**src/rtl/sync_fifo_pkt_reader.sv**
```systemverilog
// Drains a registered-read sync_fifo into a valid/ready stream of fixed-length packets with m_last.
// Optional idle-timeout short-packet flush is enabled by defining SYNC_FIFO_PKT_FLUSH_EN.
module sync_fifo_pkt_reader #(
    parameter int unsigned FIFO_DATA_WIDTH = 32,
    parameter int unsigned FIFO_ADDR_WIDTH = 8,
    parameter int unsigned PKT_LEN         = 16,
    parameter int unsigned FLUSH_TIMEOUT   = 64
) (
    input  logic                       clk,
    input  logic                       rst,
    input  logic                       fifo_empty,
    input  logic [FIFO_ADDR_WIDTH:0]   fifo_data_cnt,
    output logic                       fifo_rd_en,
    input  logic [FIFO_DATA_WIDTH-1:0] fifo_rd_data,
    output logic                       m_valid,
    input  logic                       m_ready,
    output logic [FIFO_DATA_WIDTH-1:0] m_data,
    output logic                       m_last,
    output logic [15:0]                pkt_cnt,
    output logic                       busy
);
    localparam int unsigned CW = FIFO_ADDR_WIDTH + 1;
    localparam logic [CW-1:0] PKT_LEN_C = CW'(PKT_LEN);

    if (PKT_LEN < 1 || PKT_LEN > (1 << FIFO_ADDR_WIDTH) ||
        FLUSH_TIMEOUT < 1 || FLUSH_TIMEOUT > 65535) begin : g_param_check
        $error("sync_fifo_pkt_reader: parameter out of range");
    end

    typedef enum logic {IDLE, STREAM} state_t;

    state_t                     state, state_nxt;
    logic [CW-1:0]              len, len_nxt;
    logic [CW-1:0]              issue_cnt, issue_cnt_nxt;
    logic                       rd_last;
    logic                       inflight, inflight_last;
    logic [1:0]                 buf_occ;
    logic [1:0]                 wr_idx;
    logic [FIFO_DATA_WIDTH-1:0] buf_data [3];
    logic [2:0]                 buf_last;
    logic [2:0]                 outstanding;
    logic                       pop;

`ifdef SYNC_FIFO_PKT_FLUSH_EN
    logic [15:0] idle_cnt;
    logic        flush_wait, flush_fire;

    assign flush_wait = (state == IDLE) && (fifo_data_cnt != '0) && (fifo_data_cnt < PKT_LEN_C);
    assign flush_fire = flush_wait && (idle_cnt == 16'(FLUSH_TIMEOUT - 1));

    always_ff @(posedge clk) begin
        if (rst || !flush_wait || flush_fire) begin
            idle_cnt <= '0;
        end else begin
            idle_cnt <= idle_cnt + 16'd1;
        end
    end
`endif

    // Credit includes the read whose data has not yet landed in the buffer.
    assign outstanding = {1'b0, buf_occ} + {2'b00, inflight};
    assign pop         = m_valid && m_ready;
    assign wr_idx      = pop ? (buf_occ - 2'd1) : buf_occ;

    always_comb begin
        state_nxt     = state;
        len_nxt       = len;
        issue_cnt_nxt = issue_cnt;
        fifo_rd_en    = 1'b0;
        rd_last       = 1'b0;
        case (state)
            IDLE: begin
                if (fifo_data_cnt >= PKT_LEN_C) begin
                    len_nxt       = PKT_LEN_C;
                    issue_cnt_nxt = '0;
                    state_nxt     = STREAM;
                end
`ifdef SYNC_FIFO_PKT_FLUSH_EN
                else if (flush_fire) begin
                    len_nxt       = fifo_data_cnt;
                    issue_cnt_nxt = '0;
                    state_nxt     = STREAM;
                end
`endif
            end
            STREAM: begin
                fifo_rd_en = !fifo_empty && (outstanding < 3'd3);
                rd_last    = (issue_cnt == (len - CW'(1)));
                if (fifo_rd_en) begin
                    issue_cnt_nxt = issue_cnt + CW'(1);
                    if (rd_last) begin
                        state_nxt = IDLE;
                    end
                end
            end
            default: state_nxt = IDLE;
        endcase
    end

    always_ff @(posedge clk) begin
        if (rst) begin
            state         <= IDLE;
            len           <= '0;
            issue_cnt     <= '0;
            inflight      <= 1'b0;
            inflight_last <= 1'b0;
            buf_occ       <= '0;
            buf_last      <= '0;
            pkt_cnt       <= '0;
            for (int unsigned i = 0; i < 3; i++) begin
                buf_data[i] <= '0;
            end
        end else begin
            state     <= state_nxt;
            len       <= len_nxt;
            issue_cnt <= issue_cnt_nxt;
            inflight  <= fifo_rd_en;
            if (fifo_rd_en) begin
                inflight_last <= rd_last;
            end
            // Shift on pop first; a same-cycle push to wr_idx overrides the shifted slot.
            if (pop) begin
                buf_data[0] <= buf_data[1];
                buf_data[1] <= buf_data[2];
                buf_last[0] <= buf_last[1];
                buf_last[1] <= buf_last[2];
            end
            if (inflight) begin
                buf_data[wr_idx] <= fifo_rd_data;
                buf_last[wr_idx] <= inflight_last;
            end
            if (inflight && !pop) begin
                buf_occ <= buf_occ + 2'd1;
            end else if (!inflight && pop) begin
                buf_occ <= buf_occ - 2'd1;
            end
            if (pop && m_last) begin
                pkt_cnt <= pkt_cnt + 16'd1;
            end
        end
    end

    always_comb begin
        m_valid = (buf_occ != 2'd0);
        m_data  = buf_data[0];
        m_last  = buf_last[0];
        busy    = (state != IDLE) || (buf_occ != 2'd0) || inflight;
    end

endmodule

```
**config.mk**
```make
export PLATFORM = sky130hd
export DESIGN_NAME = sync_fifo_pkt_reader
export DESIGN_NICKNAME = d
export VERILOG_FILES = /design/src/rtl/sync_fifo_pkt_reader.sv
export SDC_FILE = /design/constraint.sdc
export NUM_CORES = 1
export LEC_CHECK = 0
export CORE_UTILIZATION = 48
export DETAILED_ROUTE_END_ITERATION = 16
export PLACE_DENSITY = 0.83
export SLEW_MARGIN = 30
export SYNTH_ARGS = -nofsm -noshare
export SYNTH_HDL_FRONTEND = slang
export SYNTH_SLANG_ARGS = --single-unit
```
**constraint.sdc**
```tcl
create_clock -name clk -period 2.5 [get_ports clk]
set_input_delay 0.5 -clock clk [delete_from_list [all_inputs] [get_ports clk]]
set_output_delay 0.5 -clock clk [all_outputs]
set_load 0.01 [all_outputs]
```
==> results.ini <==
[global_routing]
grt_max_degree = 41
grt_pass1_wl_um = 18300
grt_overflow = 0
track_usage_pct = 20.2
antenna_found_initial = 0
grt_pass1_vias = 3742

[yosys]
synth_nets = 466
yosysTopAreaCell = edfxtp_1
synth_enable_flop_cells = 96
yosys_register_bits = 130
synth.distinct_cells = 49
netlist.area_leader.share_pct = 51.9
yosysMostFrequentCell = edfxtp_1
ys.flop_type = edfxtp_1
netlist_top_cells_area = edfxtp_1 52%, dfxtp_1 12%, a22o_1 10%
synth_seq_area_share_pct = 64.2
synthCells = 415
ys_async_sr_fraction_pct = 0
avgSynthCellArea_um2 = 13.4
netlist_top_cells_count = 96 x edfxtp_1, 66 x a22o_1, 34 x dfxtp_1
synth_area_um2 = 5550
yosys_warnings = 0

[sta]
finalHoldViolCount = 0
fin_crit_sh_pct = 95.4
relSlewSlack_pct = 68.6
tightest_slew_ns = 0.467
fmax_ghz = 0.419
finalSetupViolCount = 0
finalClockSkew_ns = 0.00675
min_period_ns = 2.39
rsz0062_at_grt = no
worst_slack_ns = 0.114
slew_violations = 0
tns_ns = 0

[worst_setup_path]
slowest_delay_ns = 0.32
r2r_slack_ns = 0.28
crit_path_end_kind = output pin
critical_path_buf_inv_count = 2
path_class = reg2out
crit_family = adder cells
path_max_fanout = 2
critical_path_arrival_ns = 1.89
path_cells = ha_1 > ha_1 > a211oi_2 > nand2_1 > inv_1 > clkdlybuf4s15_1
required_ns = 2.00
startpoint_type = flip-flop
critPathMostFrequentCell = ha_1
critPathSlowestCell = dfxtp_1

[floorplanning]
std_cell_rows = 38
die_area_um2 = 12000
dieHeight_um = 110
fp.dieW_um = 110
ios = 97
core_area_um2 = 11100
start_util_pct = 50.1

[detailed_routing]
wirelength_um = 11300
vias = 3830
drc = 0
viasPerCell = 5.65
drt_iter0_drc = 128
ant_nets = 0
wl_per_cell_um = 16.7
dr.pass1.iters = 4

[final_layout]
n_antenna_cell = 0
fillCellCount = 822
drive_gt1_share_pct = 13.4
nets = 576
final_cell_area_um2 = 7420
fin_util_pct = 67.0
finalNonFillerCells = 678
area_growth_pct = 33.5

[power]
p_leak_nw = 2.70
ir_worst_vdd_uv = 647
powerDensity_nw_per_um2 = 912

[cts]
insertion_delay_ns = 0.41
cts_sinks = 130
cts_root_buf = clkbuf_16
htree_num_levels = 4
clk_pin_slew_ns = 0.06
cts_tree = done
cts_buffers = 17
hold_buffers = 0
cts_buffer_depth = 2

[placement]
place_congestion = 0.808
dp_slack_ns = 0.0106
hpwl_um = 7320
dp.cells = 646
port_buffers = 92
place_area_um2 = 6790

[outcome]
run_status = complete, no violations

[worst_hold_path]
holdCritPathClass = reg2reg

[flow_run]
drv_cap = 0

## cell families (layout without fill, tap and decap cells)
logic type | after synthesis | count (layout) | share of synthesized area (%)
AND/OR/NAND/NOR | 133 | 133 | 14.2
adder cells (fa/ha/maj) | 6 | 6 | 1.35
buffers and inverters | 32 | 155 | 3.18
AO/OA/AOI/OAI | 95 | 95 | 14.1
multiplexers | 1 | 1 | 0.203
XOR/XNOR | 18 | 18 | 2.84
flip-flops | 130 | 130 | 64.2
## power breakdown
group          internal, mW  total (mW)  switching [mW]
combinational         0.711        1.41           0.698
sequential             2.74        2.85           0.113
clock                  1.58        2.51           0.933
total                  5.02        6.77            1.74
## tightest hold or removal path: stages, from the launching register on
cell and delay (ns):
dfxtp_1 0.31, inv_1 0.05, a21oi_1 0.05
## stage by stage
stage,power [mW],hold WS (ns)
global placement,4.21,0.443
floorplan,3.55,0.429
detailed placement,4.28,0.456
CTS,6.82,0.466
global route,7.03,0.503
finish,6.77,0.464
## cell type report
type,count,area (um2),area share (%)
clock inverters,15,184,2.48
multi-input cells,253,1860,25.1
inverters,9,33.8,0.455
well taps,140,175,2.36
clock buffers,17,425,5.74
repair buffers,114,1170,15.8
flip-flops and latches,130,3560,48.0
## state kept, by name (all words and copies together) (netlist names)
register,cells
state,1
len,1
inflight_last,1
buf_occ,2
buf_last,3
pkt_cnt,16
issue_cnt,9
inflight,1
buf_data,96
## repair_timing
item                       in CTS  in global routing
setup endpoints to repair       2                  1
setup buffers                   0                  0
gates resized for setup         6                  1
## per-layer routing
metal	routed length, um	global-route usage (%)
met5	0	0
met4	94	8.19
met3	651	5.16
met2	5720	33.8
met1	4840	25.0
## path summary, 6_finish.rpt
check                           cells after the start               to        from
worst max-delay path                                6       fifo_rd_en    inflight
worst min register to register                      2           len[4]      len[4]
worst min-delay path                                2           len[4]      len[4]
worst max register to register                      9  buf_data[2][17]  buf_occ[0]
## placed cells by master, fill, tap and decap left out, types with 3 or more instances in the layout
cell type / count
clkdlybuf4s50_1: 90
xor2_1: 8
nor2_1: 24
clkinv_4: 3
nand2_1: 16
bufinv_16: 3
clkbuf_16: 17
or3_1: 6
buf_4: 15
clkinvlp_4: 5
and2_1: 33
a22o_1: 66
a21oi_1: 11
nor4_1: 5
inv_1: 7
ha_1: 5
dfxtp_1: 34
nor2b_1: 3
nand3_1: 10
nand4b_1: 3
nand4_1: 5
xnor2_1: 10
o21ai_0: 6
nor3_1: 6
buf_12: 7
edfxtp_1: 96
(Power assumes the default switching activity.)
